==> src/rtl/dcache_write_buffer.sv <==
`default_nettype none
// ============================================================================
// Module   : dcache_write_buffer
// Purpose  : Posted-write line buffer between the D-cache and slow memory.
//            Define WBUF_FORWARD_EN to serve cache reads from buffered lines.
// Revision : 1.0 - initial release
// ============================================================================
module dcache_write_buffer #(
    parameter int DEPTH = 4,
    parameter int PTR_W = 2
) (
    input  logic         clk,
    input  logic         rst_n,
    input  logic         c_read,
    input  logic         c_write,
    input  logic [27:0]  c_addr,
    input  logic [127:0] c_wdata,
    output logic [127:0] c_rdata,
    output logic         c_ready,
    output logic         mem_read,
    output logic         mem_write,
    output logic [27:0]  mem_addr,
    output logic [127:0] mem_wdata,
    input  logic [127:0] mem_rdata,
    input  logic         mem_ready,
    output logic         wb_empty
);
    localparam logic [PTR_W:0] C_FULL = (PTR_W+1)'(DEPTH);

    typedef enum logic [1:0] {
        M_IDLE  = 2'd0,
        M_WRITE = 2'd1,
        M_READ  = 2'd2
    } state_t;

    state_t           r_state;
    logic [DEPTH-1:0] r_valid;
    logic [27:0]      r_addr [DEPTH];
    logic [127:0]     r_data [DEPTH];
    logic [PTR_W-1:0] r_head;
    logic [PTR_W-1:0] r_tail;
    logic [PTR_W:0]   r_count;
    logic             r_c_ready;
    logic [127:0]     r_c_rdata;

    logic             w_wr_req;
    logic             w_rd_req;
    logic             w_coal_hit;
    logic [PTR_W-1:0] w_coal_idx;
    logic             w_push;
    logic             w_coal;
    logic             w_pop;
    logic             w_fwd_go;
    logic [127:0]     w_fwd_data;
    logic             w_rd_miss;

    // A write completing a memory read in the same cycle would collide on c_ready.
    assign w_wr_req = c_write && !r_c_ready && !(r_state == M_READ && mem_ready);
    assign w_rd_req = c_read && !c_write && !r_c_ready;

    // The head line under transfer to memory must stay untouched.
    always_comb begin
        w_coal_hit = 1'b0;
        w_coal_idx = '0;
        for (int i = 0; i < DEPTH; i++) begin
            if (r_valid[i] && (r_addr[i] == c_addr) &&
                !(r_state == M_WRITE && PTR_W'(i) == r_head)) begin
                w_coal_hit = 1'b1;
                w_coal_idx = PTR_W'(i);
            end
        end
    end

    assign w_push = w_wr_req && !w_coal_hit && (r_count != C_FULL);
    assign w_coal = w_wr_req && w_coal_hit;
    assign w_pop  = (r_state == M_WRITE) && mem_ready;

`ifdef WBUF_FORWARD_EN
    logic             w_fwd_hit;
    logic [PTR_W-1:0] w_scan_idx;

    // Scan oldest to youngest so the last match is the newest copy of the line.
    always_comb begin
        w_fwd_hit  = 1'b0;
        w_fwd_data = '0;
        w_scan_idx = '0;
        for (int i = 0; i < DEPTH; i++) begin
            w_scan_idx = r_head + PTR_W'(i);
            if (r_valid[w_scan_idx] && (r_addr[w_scan_idx] == c_addr)) begin
                w_fwd_hit  = 1'b1;
                w_fwd_data = r_data[w_scan_idx];
            end
        end
    end

    assign w_fwd_go  = w_rd_req && w_fwd_hit && (r_state != M_READ);
    assign w_rd_miss = w_rd_req && !w_fwd_hit;
`else
    assign w_fwd_go   = 1'b0;
    assign w_fwd_data = '0;
    assign w_rd_miss  = w_rd_req && (r_count == '0);
`endif

    always_ff @(posedge clk or negedge rst_n) begin
        if (!rst_n) begin
            r_state   <= M_IDLE;
            r_valid   <= '0;
            r_head    <= '0;
            r_tail    <= '0;
            r_count   <= '0;
            r_c_ready <= 1'b0;
            r_c_rdata <= '0;
        end else begin
            r_c_ready <= w_push || w_coal || w_fwd_go || (r_state == M_READ && mem_ready);
            if (w_fwd_go) begin
                r_c_rdata <= w_fwd_data;
            end else if (r_state == M_READ && mem_ready) begin
                r_c_rdata <= mem_rdata;
            end

            if (w_push) begin
                r_valid[r_tail] <= 1'b1;
                r_tail          <= r_tail + 1'b1;
            end
            if (w_pop) begin
                r_valid[r_head] <= 1'b0;
                r_head          <= r_head + 1'b1;
            end
            if (w_push && !w_pop) begin
                r_count <= r_count + 1'b1;
            end else if (w_pop && !w_push) begin
                r_count <= r_count - 1'b1;
            end

            case (r_state)
                M_IDLE: begin
                    if (w_rd_miss) begin
                        r_state <= M_READ;
                    end else if (r_count != '0) begin
                        r_state <= M_WRITE;
                    end
                end
                M_WRITE: if (mem_ready) r_state <= M_IDLE;
                M_READ:  if (mem_ready) r_state <= M_IDLE;
                default: r_state <= M_IDLE;
            endcase
        end
    end

    always_ff @(posedge clk) begin
        if (w_push) begin
            r_addr[r_tail] <= c_addr;
            r_data[r_tail] <= c_wdata;
        end
        if (w_coal) begin
            r_data[w_coal_idx] <= c_wdata;
        end
    end

    assign c_ready   = r_c_ready;
    assign c_rdata   = r_c_rdata;
    assign mem_read  = (r_state == M_READ);
    assign mem_write = (r_state == M_WRITE);
    assign mem_addr  = (r_state == M_READ)  ? c_addr :
                       (r_state == M_WRITE) ? r_addr[r_head] : '0;
    assign mem_wdata = (r_state == M_WRITE) ? r_data[r_head] : '0;
    assign wb_empty  = (r_count == '0) && (r_state == M_IDLE);

endmodule
`default_nettype wire

==> config.mk <==
export PLATFORM = sky130hd
export DESIGN_NAME = dcache_write_buffer
export DESIGN_NICKNAME = d
export VERILOG_FILES = /design/src/rtl/dcache_write_buffer.sv
export SDC_FILE = /design/constraint.sdc
export NUM_CORES = 1
export LEC_CHECK = 0
export BUFFER_PORTS_ARGS = -buffer_cell sky130_fd_sc_hd__buf_2
export CAP_MARGIN = 20
export CORE_ASPECT_RATIO = 1.4
export CORE_MARGIN = 2
export CORE_UTILIZATION = 40
export DETAILED_ROUTE_END_ITERATION = 8
export HOLD_SLACK_MARGIN = 0.12
export PLACE_DENSITY_LB_ADDON = 0.08
export SKIP_CTS_REPAIR_TIMING = 1
export SYNTH_ARGS = -nofsm -noshare
export SYNTH_HDL_FRONTEND = slang
export SYNTH_SLANG_ARGS = --single-unit
==> constraint.sdc <==
create_clock -name clk -period 19.9 [get_ports clk]
set_clock_uncertainty 0.15 [all_clocks]
set_input_delay 0.995 -clock clk [delete_from_list [all_inputs] [get_ports clk]]
set_output_delay 0.995 -clock clk [all_outputs]
set_load 0.1 [all_outputs]
* Word level (Yosys, flattened, before mapping)
Memory sizes are Yosys's and may differ from the RTL's.
Cells that the tools add are included.
Widths: inputs -> output; s select.
** Operators by class
- $add $sub $neg :: 4
- Magnitude comparators :: 4
- Equality and inequality tests :: 12
- Multiplexer cells :: 29
- Bitwise operators :: 3
- Reductions and logical operators :: 47
** Operators by type and width (count)
- $mux 128 :: 2
- $reduce_or 128->1 :: 1
- $eq 28x28->1 :: 4
- $mux 28 :: 2
- $logic_and 1x1->1 :: 27
- $mux 1 :: 12
- $mux 2 :: 6
- $logic_not 1->1 :: 10
- $mux 4 :: 2
- $lt 2x3->1 const B :: 2
- $mux 3 :: 2
- $ne 3x3->1 const B :: 2
- $add 2x1->2 const B :: 2
- $and 4x4->4 :: 1
- $demux 1 s2 :: 2
- $eq 2x2->1 const A :: 2
- $ge 2x1->1 const B :: 2
- $logic_not 2->1 :: 2
- $not 4->4 :: 1
- $or 4x4->4 :: 1
- $pmux 2 s2 :: 1
- $add 3x1->3 const B :: 1
- $logic_not 3->1 :: 1
- $reduce_bool 3->1 :: 1
- other kinds (9) :: 10
** Storage, ports and cells
- Bits in registers :: 142
- Memory bits (writable) :: 624
- Logic and storage cells :: 108
- Memories :: 2
** Memories
- r_data :: words 4, bits a word 128, read ports 1, clocked after Yosys merged registers in 0, wr ports 1, line 39 : logic [127:0] r_data [DEPTH];
- r_addr :: words 4, bits a word 28, read ports 5, clocked after Yosys merged registers in 0, wr ports 1, line 38 : logic [27:0] r_addr [DEPTH];

* Longest topological paths before layout
- Depth in word-level cells :: 15
- Mapped depth :: 17

* Worst setup path before layout
No wires, ideal clock.
- Path kind :: register to register
- Start point :: reg r_head[1]
- End point :: mem r_data[2][0], enable pin
- Library setup time :: 617 ps
- Data arrival time :: 7917 ps
- Path slack :: 11216 ps
- Stages on the path, launching flop included :: 13
- Buffers on the path :: 3
- Period minus slack after synthesis :: 8684 ps
- Cells stage by stage :: dfrtp_1 > clkbuf_1 > buf_1 > buf_1 > inv_1 > ha_1 > nand2_1 > nand3_1 > nor4_1 > a22oi_1 > and3_4 > a211o_1 > nor2_1
** On the way
- Word-level cells in the longest chain between the ends :: 14
** Ends and longest elaborated chain
- start: declaration :: line 40 : logic [PTR_W-1:0] r_head;
- start signal: assignment :: line 127 : r_head <= r_head + 1'b1;
- parallel branches: the longest is 14 deep, another holds $reduce_or 128->1
- end: declaration :: line 39
Several ways; the timed one is not identified.

* Worst setup path in the final report
- Start point :: reg r_state[0]
- End point :: mem r_data[1][104], enable pin
** On the way
- Word-level cells in the longest chain between the ends :: 14
** Ends and longest elaborated chain
- start: declaration :: line 36 : state_t r_state;
- start signal: assignment :: line 106 : r_state <= M_IDLE;
- start signal: assignment :: line 138 : r_state <= M_READ;
- start signal: assignment :: line 140 : r_state <= M_WRITE;
- parallel branches: the longest is 14 deep, another holds $reduce_or 128->1
Several ways; the timed one is not identified.

==> impl_metrics.toml <==
[place]
gp_congestion = 0.812
dp_cells = 3009
pre_cts_ws_ns = 14.05
port_buffers = 576
hpwl_um = 51800

[global_route]
grtUsageMet1_pct = 23.8
gr-total-overflow = 0
grt_pass1_wl_um = 114000
busiest_layer = "met2"
antenna_found_initial = 34
track_usage_pct = 19.8
use_met3_pct = 6.07
grtUsageMet2_pct = 33.8
grt_max_degree = 106
grt_pass1_vias = 17200

[clocking]
clk_latency_ns = 0.63
clock-sinks = 766
clkTransAtPathRegs_ns = 0.06
cts_root_buf = "clkbuf_16"
h-tree-depth = 3
cts_tree = "built"
cts_buffer_depth = 3
numCtsBuffers = 79

[synthesis]
synthFlopType = "edfxtp_1"
synth_edf_count = 624
synth-seq-cells = 766
seq_area_frac_synth_pct = 72.9
netlist_instances = 1539
async_flop_share_pct = 18.5
synth_area_sq_mm = 0.0306
synth_area_per_cell_sq_um = 19.9
yosys_warnings = 0
yosysUniqueCellTypes = 45
synth_nets = 1841

[run_status]
status = "completed"

[detailed_routing]
vias = 16300
vias_per_cell = 5.16
first_pass_iters = 5
postRouteAntennaNets = 0
remaining_drc_errors = 0
postRouteWirelength_um = 79300
drtIter0Drc = 817
routedWlPerCell_um = 25.1

[worst_setup_path]
crit_buf_inv = 5
crit_required_ns = 19.99
cp-end-kind = "register"
critical_path.slowest_cell = "buf_4"
path_cells = "inv_1 > ha_1 > buf_4 > nand2_4 > nand3b_1 > a21oi_1 > inv_1 > o22ai_1 > nand2b_1 > nor2_4 > buf_4 > buf_4"
rrSetupSlack_ns = 14.41
crit_family = "buffers and inverters"
max_stage_delay_ns = 0.92
crit_arrival_ns = 5.58
startpoint_type = "register"
crit_fanout = 65
path_class = "reg2reg"
cpMostUsedCell = "buf_4"

[floorplan]
die_h_um = 331
start_util_pct = 40.2
std_cell_rows = 120
die_x_um = 238
core-area_sq_mm = 0.0761
pin_count = 577
fp.dieArea_sq_mm = 0.0787

[sta]
holdWs_ns = 0.225
fin_crit_sh_pct = 27.6
rsz0062_at_grt = "no"
fmax_mhz = 182
worstMarginPinSlew_ns = 1.05
hold_violations = 0
relSlewSlack_pct = 29.8
tns_ns = 0
setup_viol = 0
min_period_ns = 5.49
finalMaxSlewViolations = 0
fin_ws_ns = 14.41

[cells_and_area]
nets = 2417
drive_gt1_share_pct = 46.5
fillers = 6503
layoutNonFillerInstCount = 3161
syn_to_final_growth_pct = 21.0

[worst_hold_path]
hold_class = "in2async"

[run]
drv_cap = 0
[sequential cells by signal, summed over array words and instances (netlist names)]
name     cells
r_valid      4
r_addr     112
c_rdata    128
r_state      2
c_ready      1
r_data     512
r_head       2
r_count      3
r_tail       2
[cells by family (layout without fill, tap and decap cells)]
group / Yosys count / after routing / share of synthesized area (%)
flops: 766 / 766 / 72.9
mux: 286 / 286 / 16.3
simple gates: 200 / 200 / 4.08
xor+xnor: 117 / 117 / 3.40
buf+inv: 109 / 749 / 1.57
compound gates: 48 / 48 / 1.24
fa+ha+maj: 13 / 13 / 0.556
other cells: 0 / 6 / 0
[layout by cell type (no fill, tap or decap), types with 3 or more instances in the layout]
| master | instances |
|---|---|
| a21oi_1 | 6 |
| a22o_1 | 27 |
| and2_1 | 128 |
| and3_4 | 6 |
| buf_2 | 575 |
| buf_4 | 16 |
| bufinv_16 | 4 |
| clkbuf_1 | 20 |
| clkbuf_16 | 79 |
| clkinv_1 | 13 |
| clkinv_2 | 15 |
| clkinv_8 | 4 |
| clkinvlp_4 | 3 |
| dfrtp_1 | 140 |
| diode_2 | 6 |
| edfxtp_1 | 624 |
| ha_1 | 11 |
| inv_1 | 10 |
| mux2_2 | 130 |
| mux4_2 | 156 |
| nand2_1 | 7 |
| nand3_1 | 11 |
| nand4_1 | 18 |
| nor2_4 | 4 |
| nor4_1 | 13 |
| o21a_1 | 4 |
| xnor2_1 | 76 |
| xor2_1 | 39 |
[final cells by class]
type	count	area [sq um]	area share, %
diodes	6	15.0	0.0406
clock buffers	101	2070	5.60
clock inverters	44	429	1.16
repair buffers	594	3060	8.26
well taps	976	1220	3.30
multi-input cells	664	7860	21.3
inverters	10	37.5	0.101
flip-flops and latches	766	22300	60.3
[final timing paths]
| kind | from | to | cells after the start |
|---|---|---|---|
| hold reg to reg | c_rdata[78] | c_rdata[78] | 1 |
| max in group asynchronous | rst_n | c_rdata[123] | 3 |
| min in group clk | c_rdata[78] | c_rdata[78] | 1 |
| setup reg to reg | r_state[0] | r_data[1][104] | 12 |
| setup / recovery | r_state[0] | r_data[1][104] | 12 |
| hold / removal | rst_n | c_rdata[10] | 1 |
[metrics by stage]
stage	instance area [sq um]	utilization [%]
final	37000	48.6
after global routing	37000	48.6
after CTS	37000	48.5
after detailed placement	34500	45.3
after global placement	34500	45.3
after floorplan	30600	-
[layer usage]
metal  part of all wire (%)  wire length (um)
met5                   0.31               243
met2                     51             40700
met3                    7.2              5680
met1                     39             30800
met4                    2.4              1900
[cells in the mapped netlist, types with 2 or more instances]
cell,instances,share of area (%)
buf_1,13,0.16
xnor2_1,76,2.2
nand2b_1,2,0.041
ha_1,12,0.49
nor4_1,13,0.27
buf_6,5,0.18
nor2_1,6,0.074
clkbuf_1,59,0.72
mux2_2,130,4.8
xor2_1,39,1.1
mux4_2,156,11
dfrtp_1,142,12
o21a_1,4,0.098
inv_1,10,0.12
a22o_1,27,0.77
edfxtp_1,624,61
a21oi_1,6,0.098
nor3_1,2,0.033
and2_1,128,2.6
nand3_1,11,0.18
buf_4,2,0.049
xor2_2,2,0.11
buf_2,20,0.33
nand2_1,7,0.086
nand4_1,18,0.37
and3_4,6,0.22
Power is left out: the tool's default activity adds up to more than one toggle a clock period on the data nets, which glitch-free logic cannot reach.
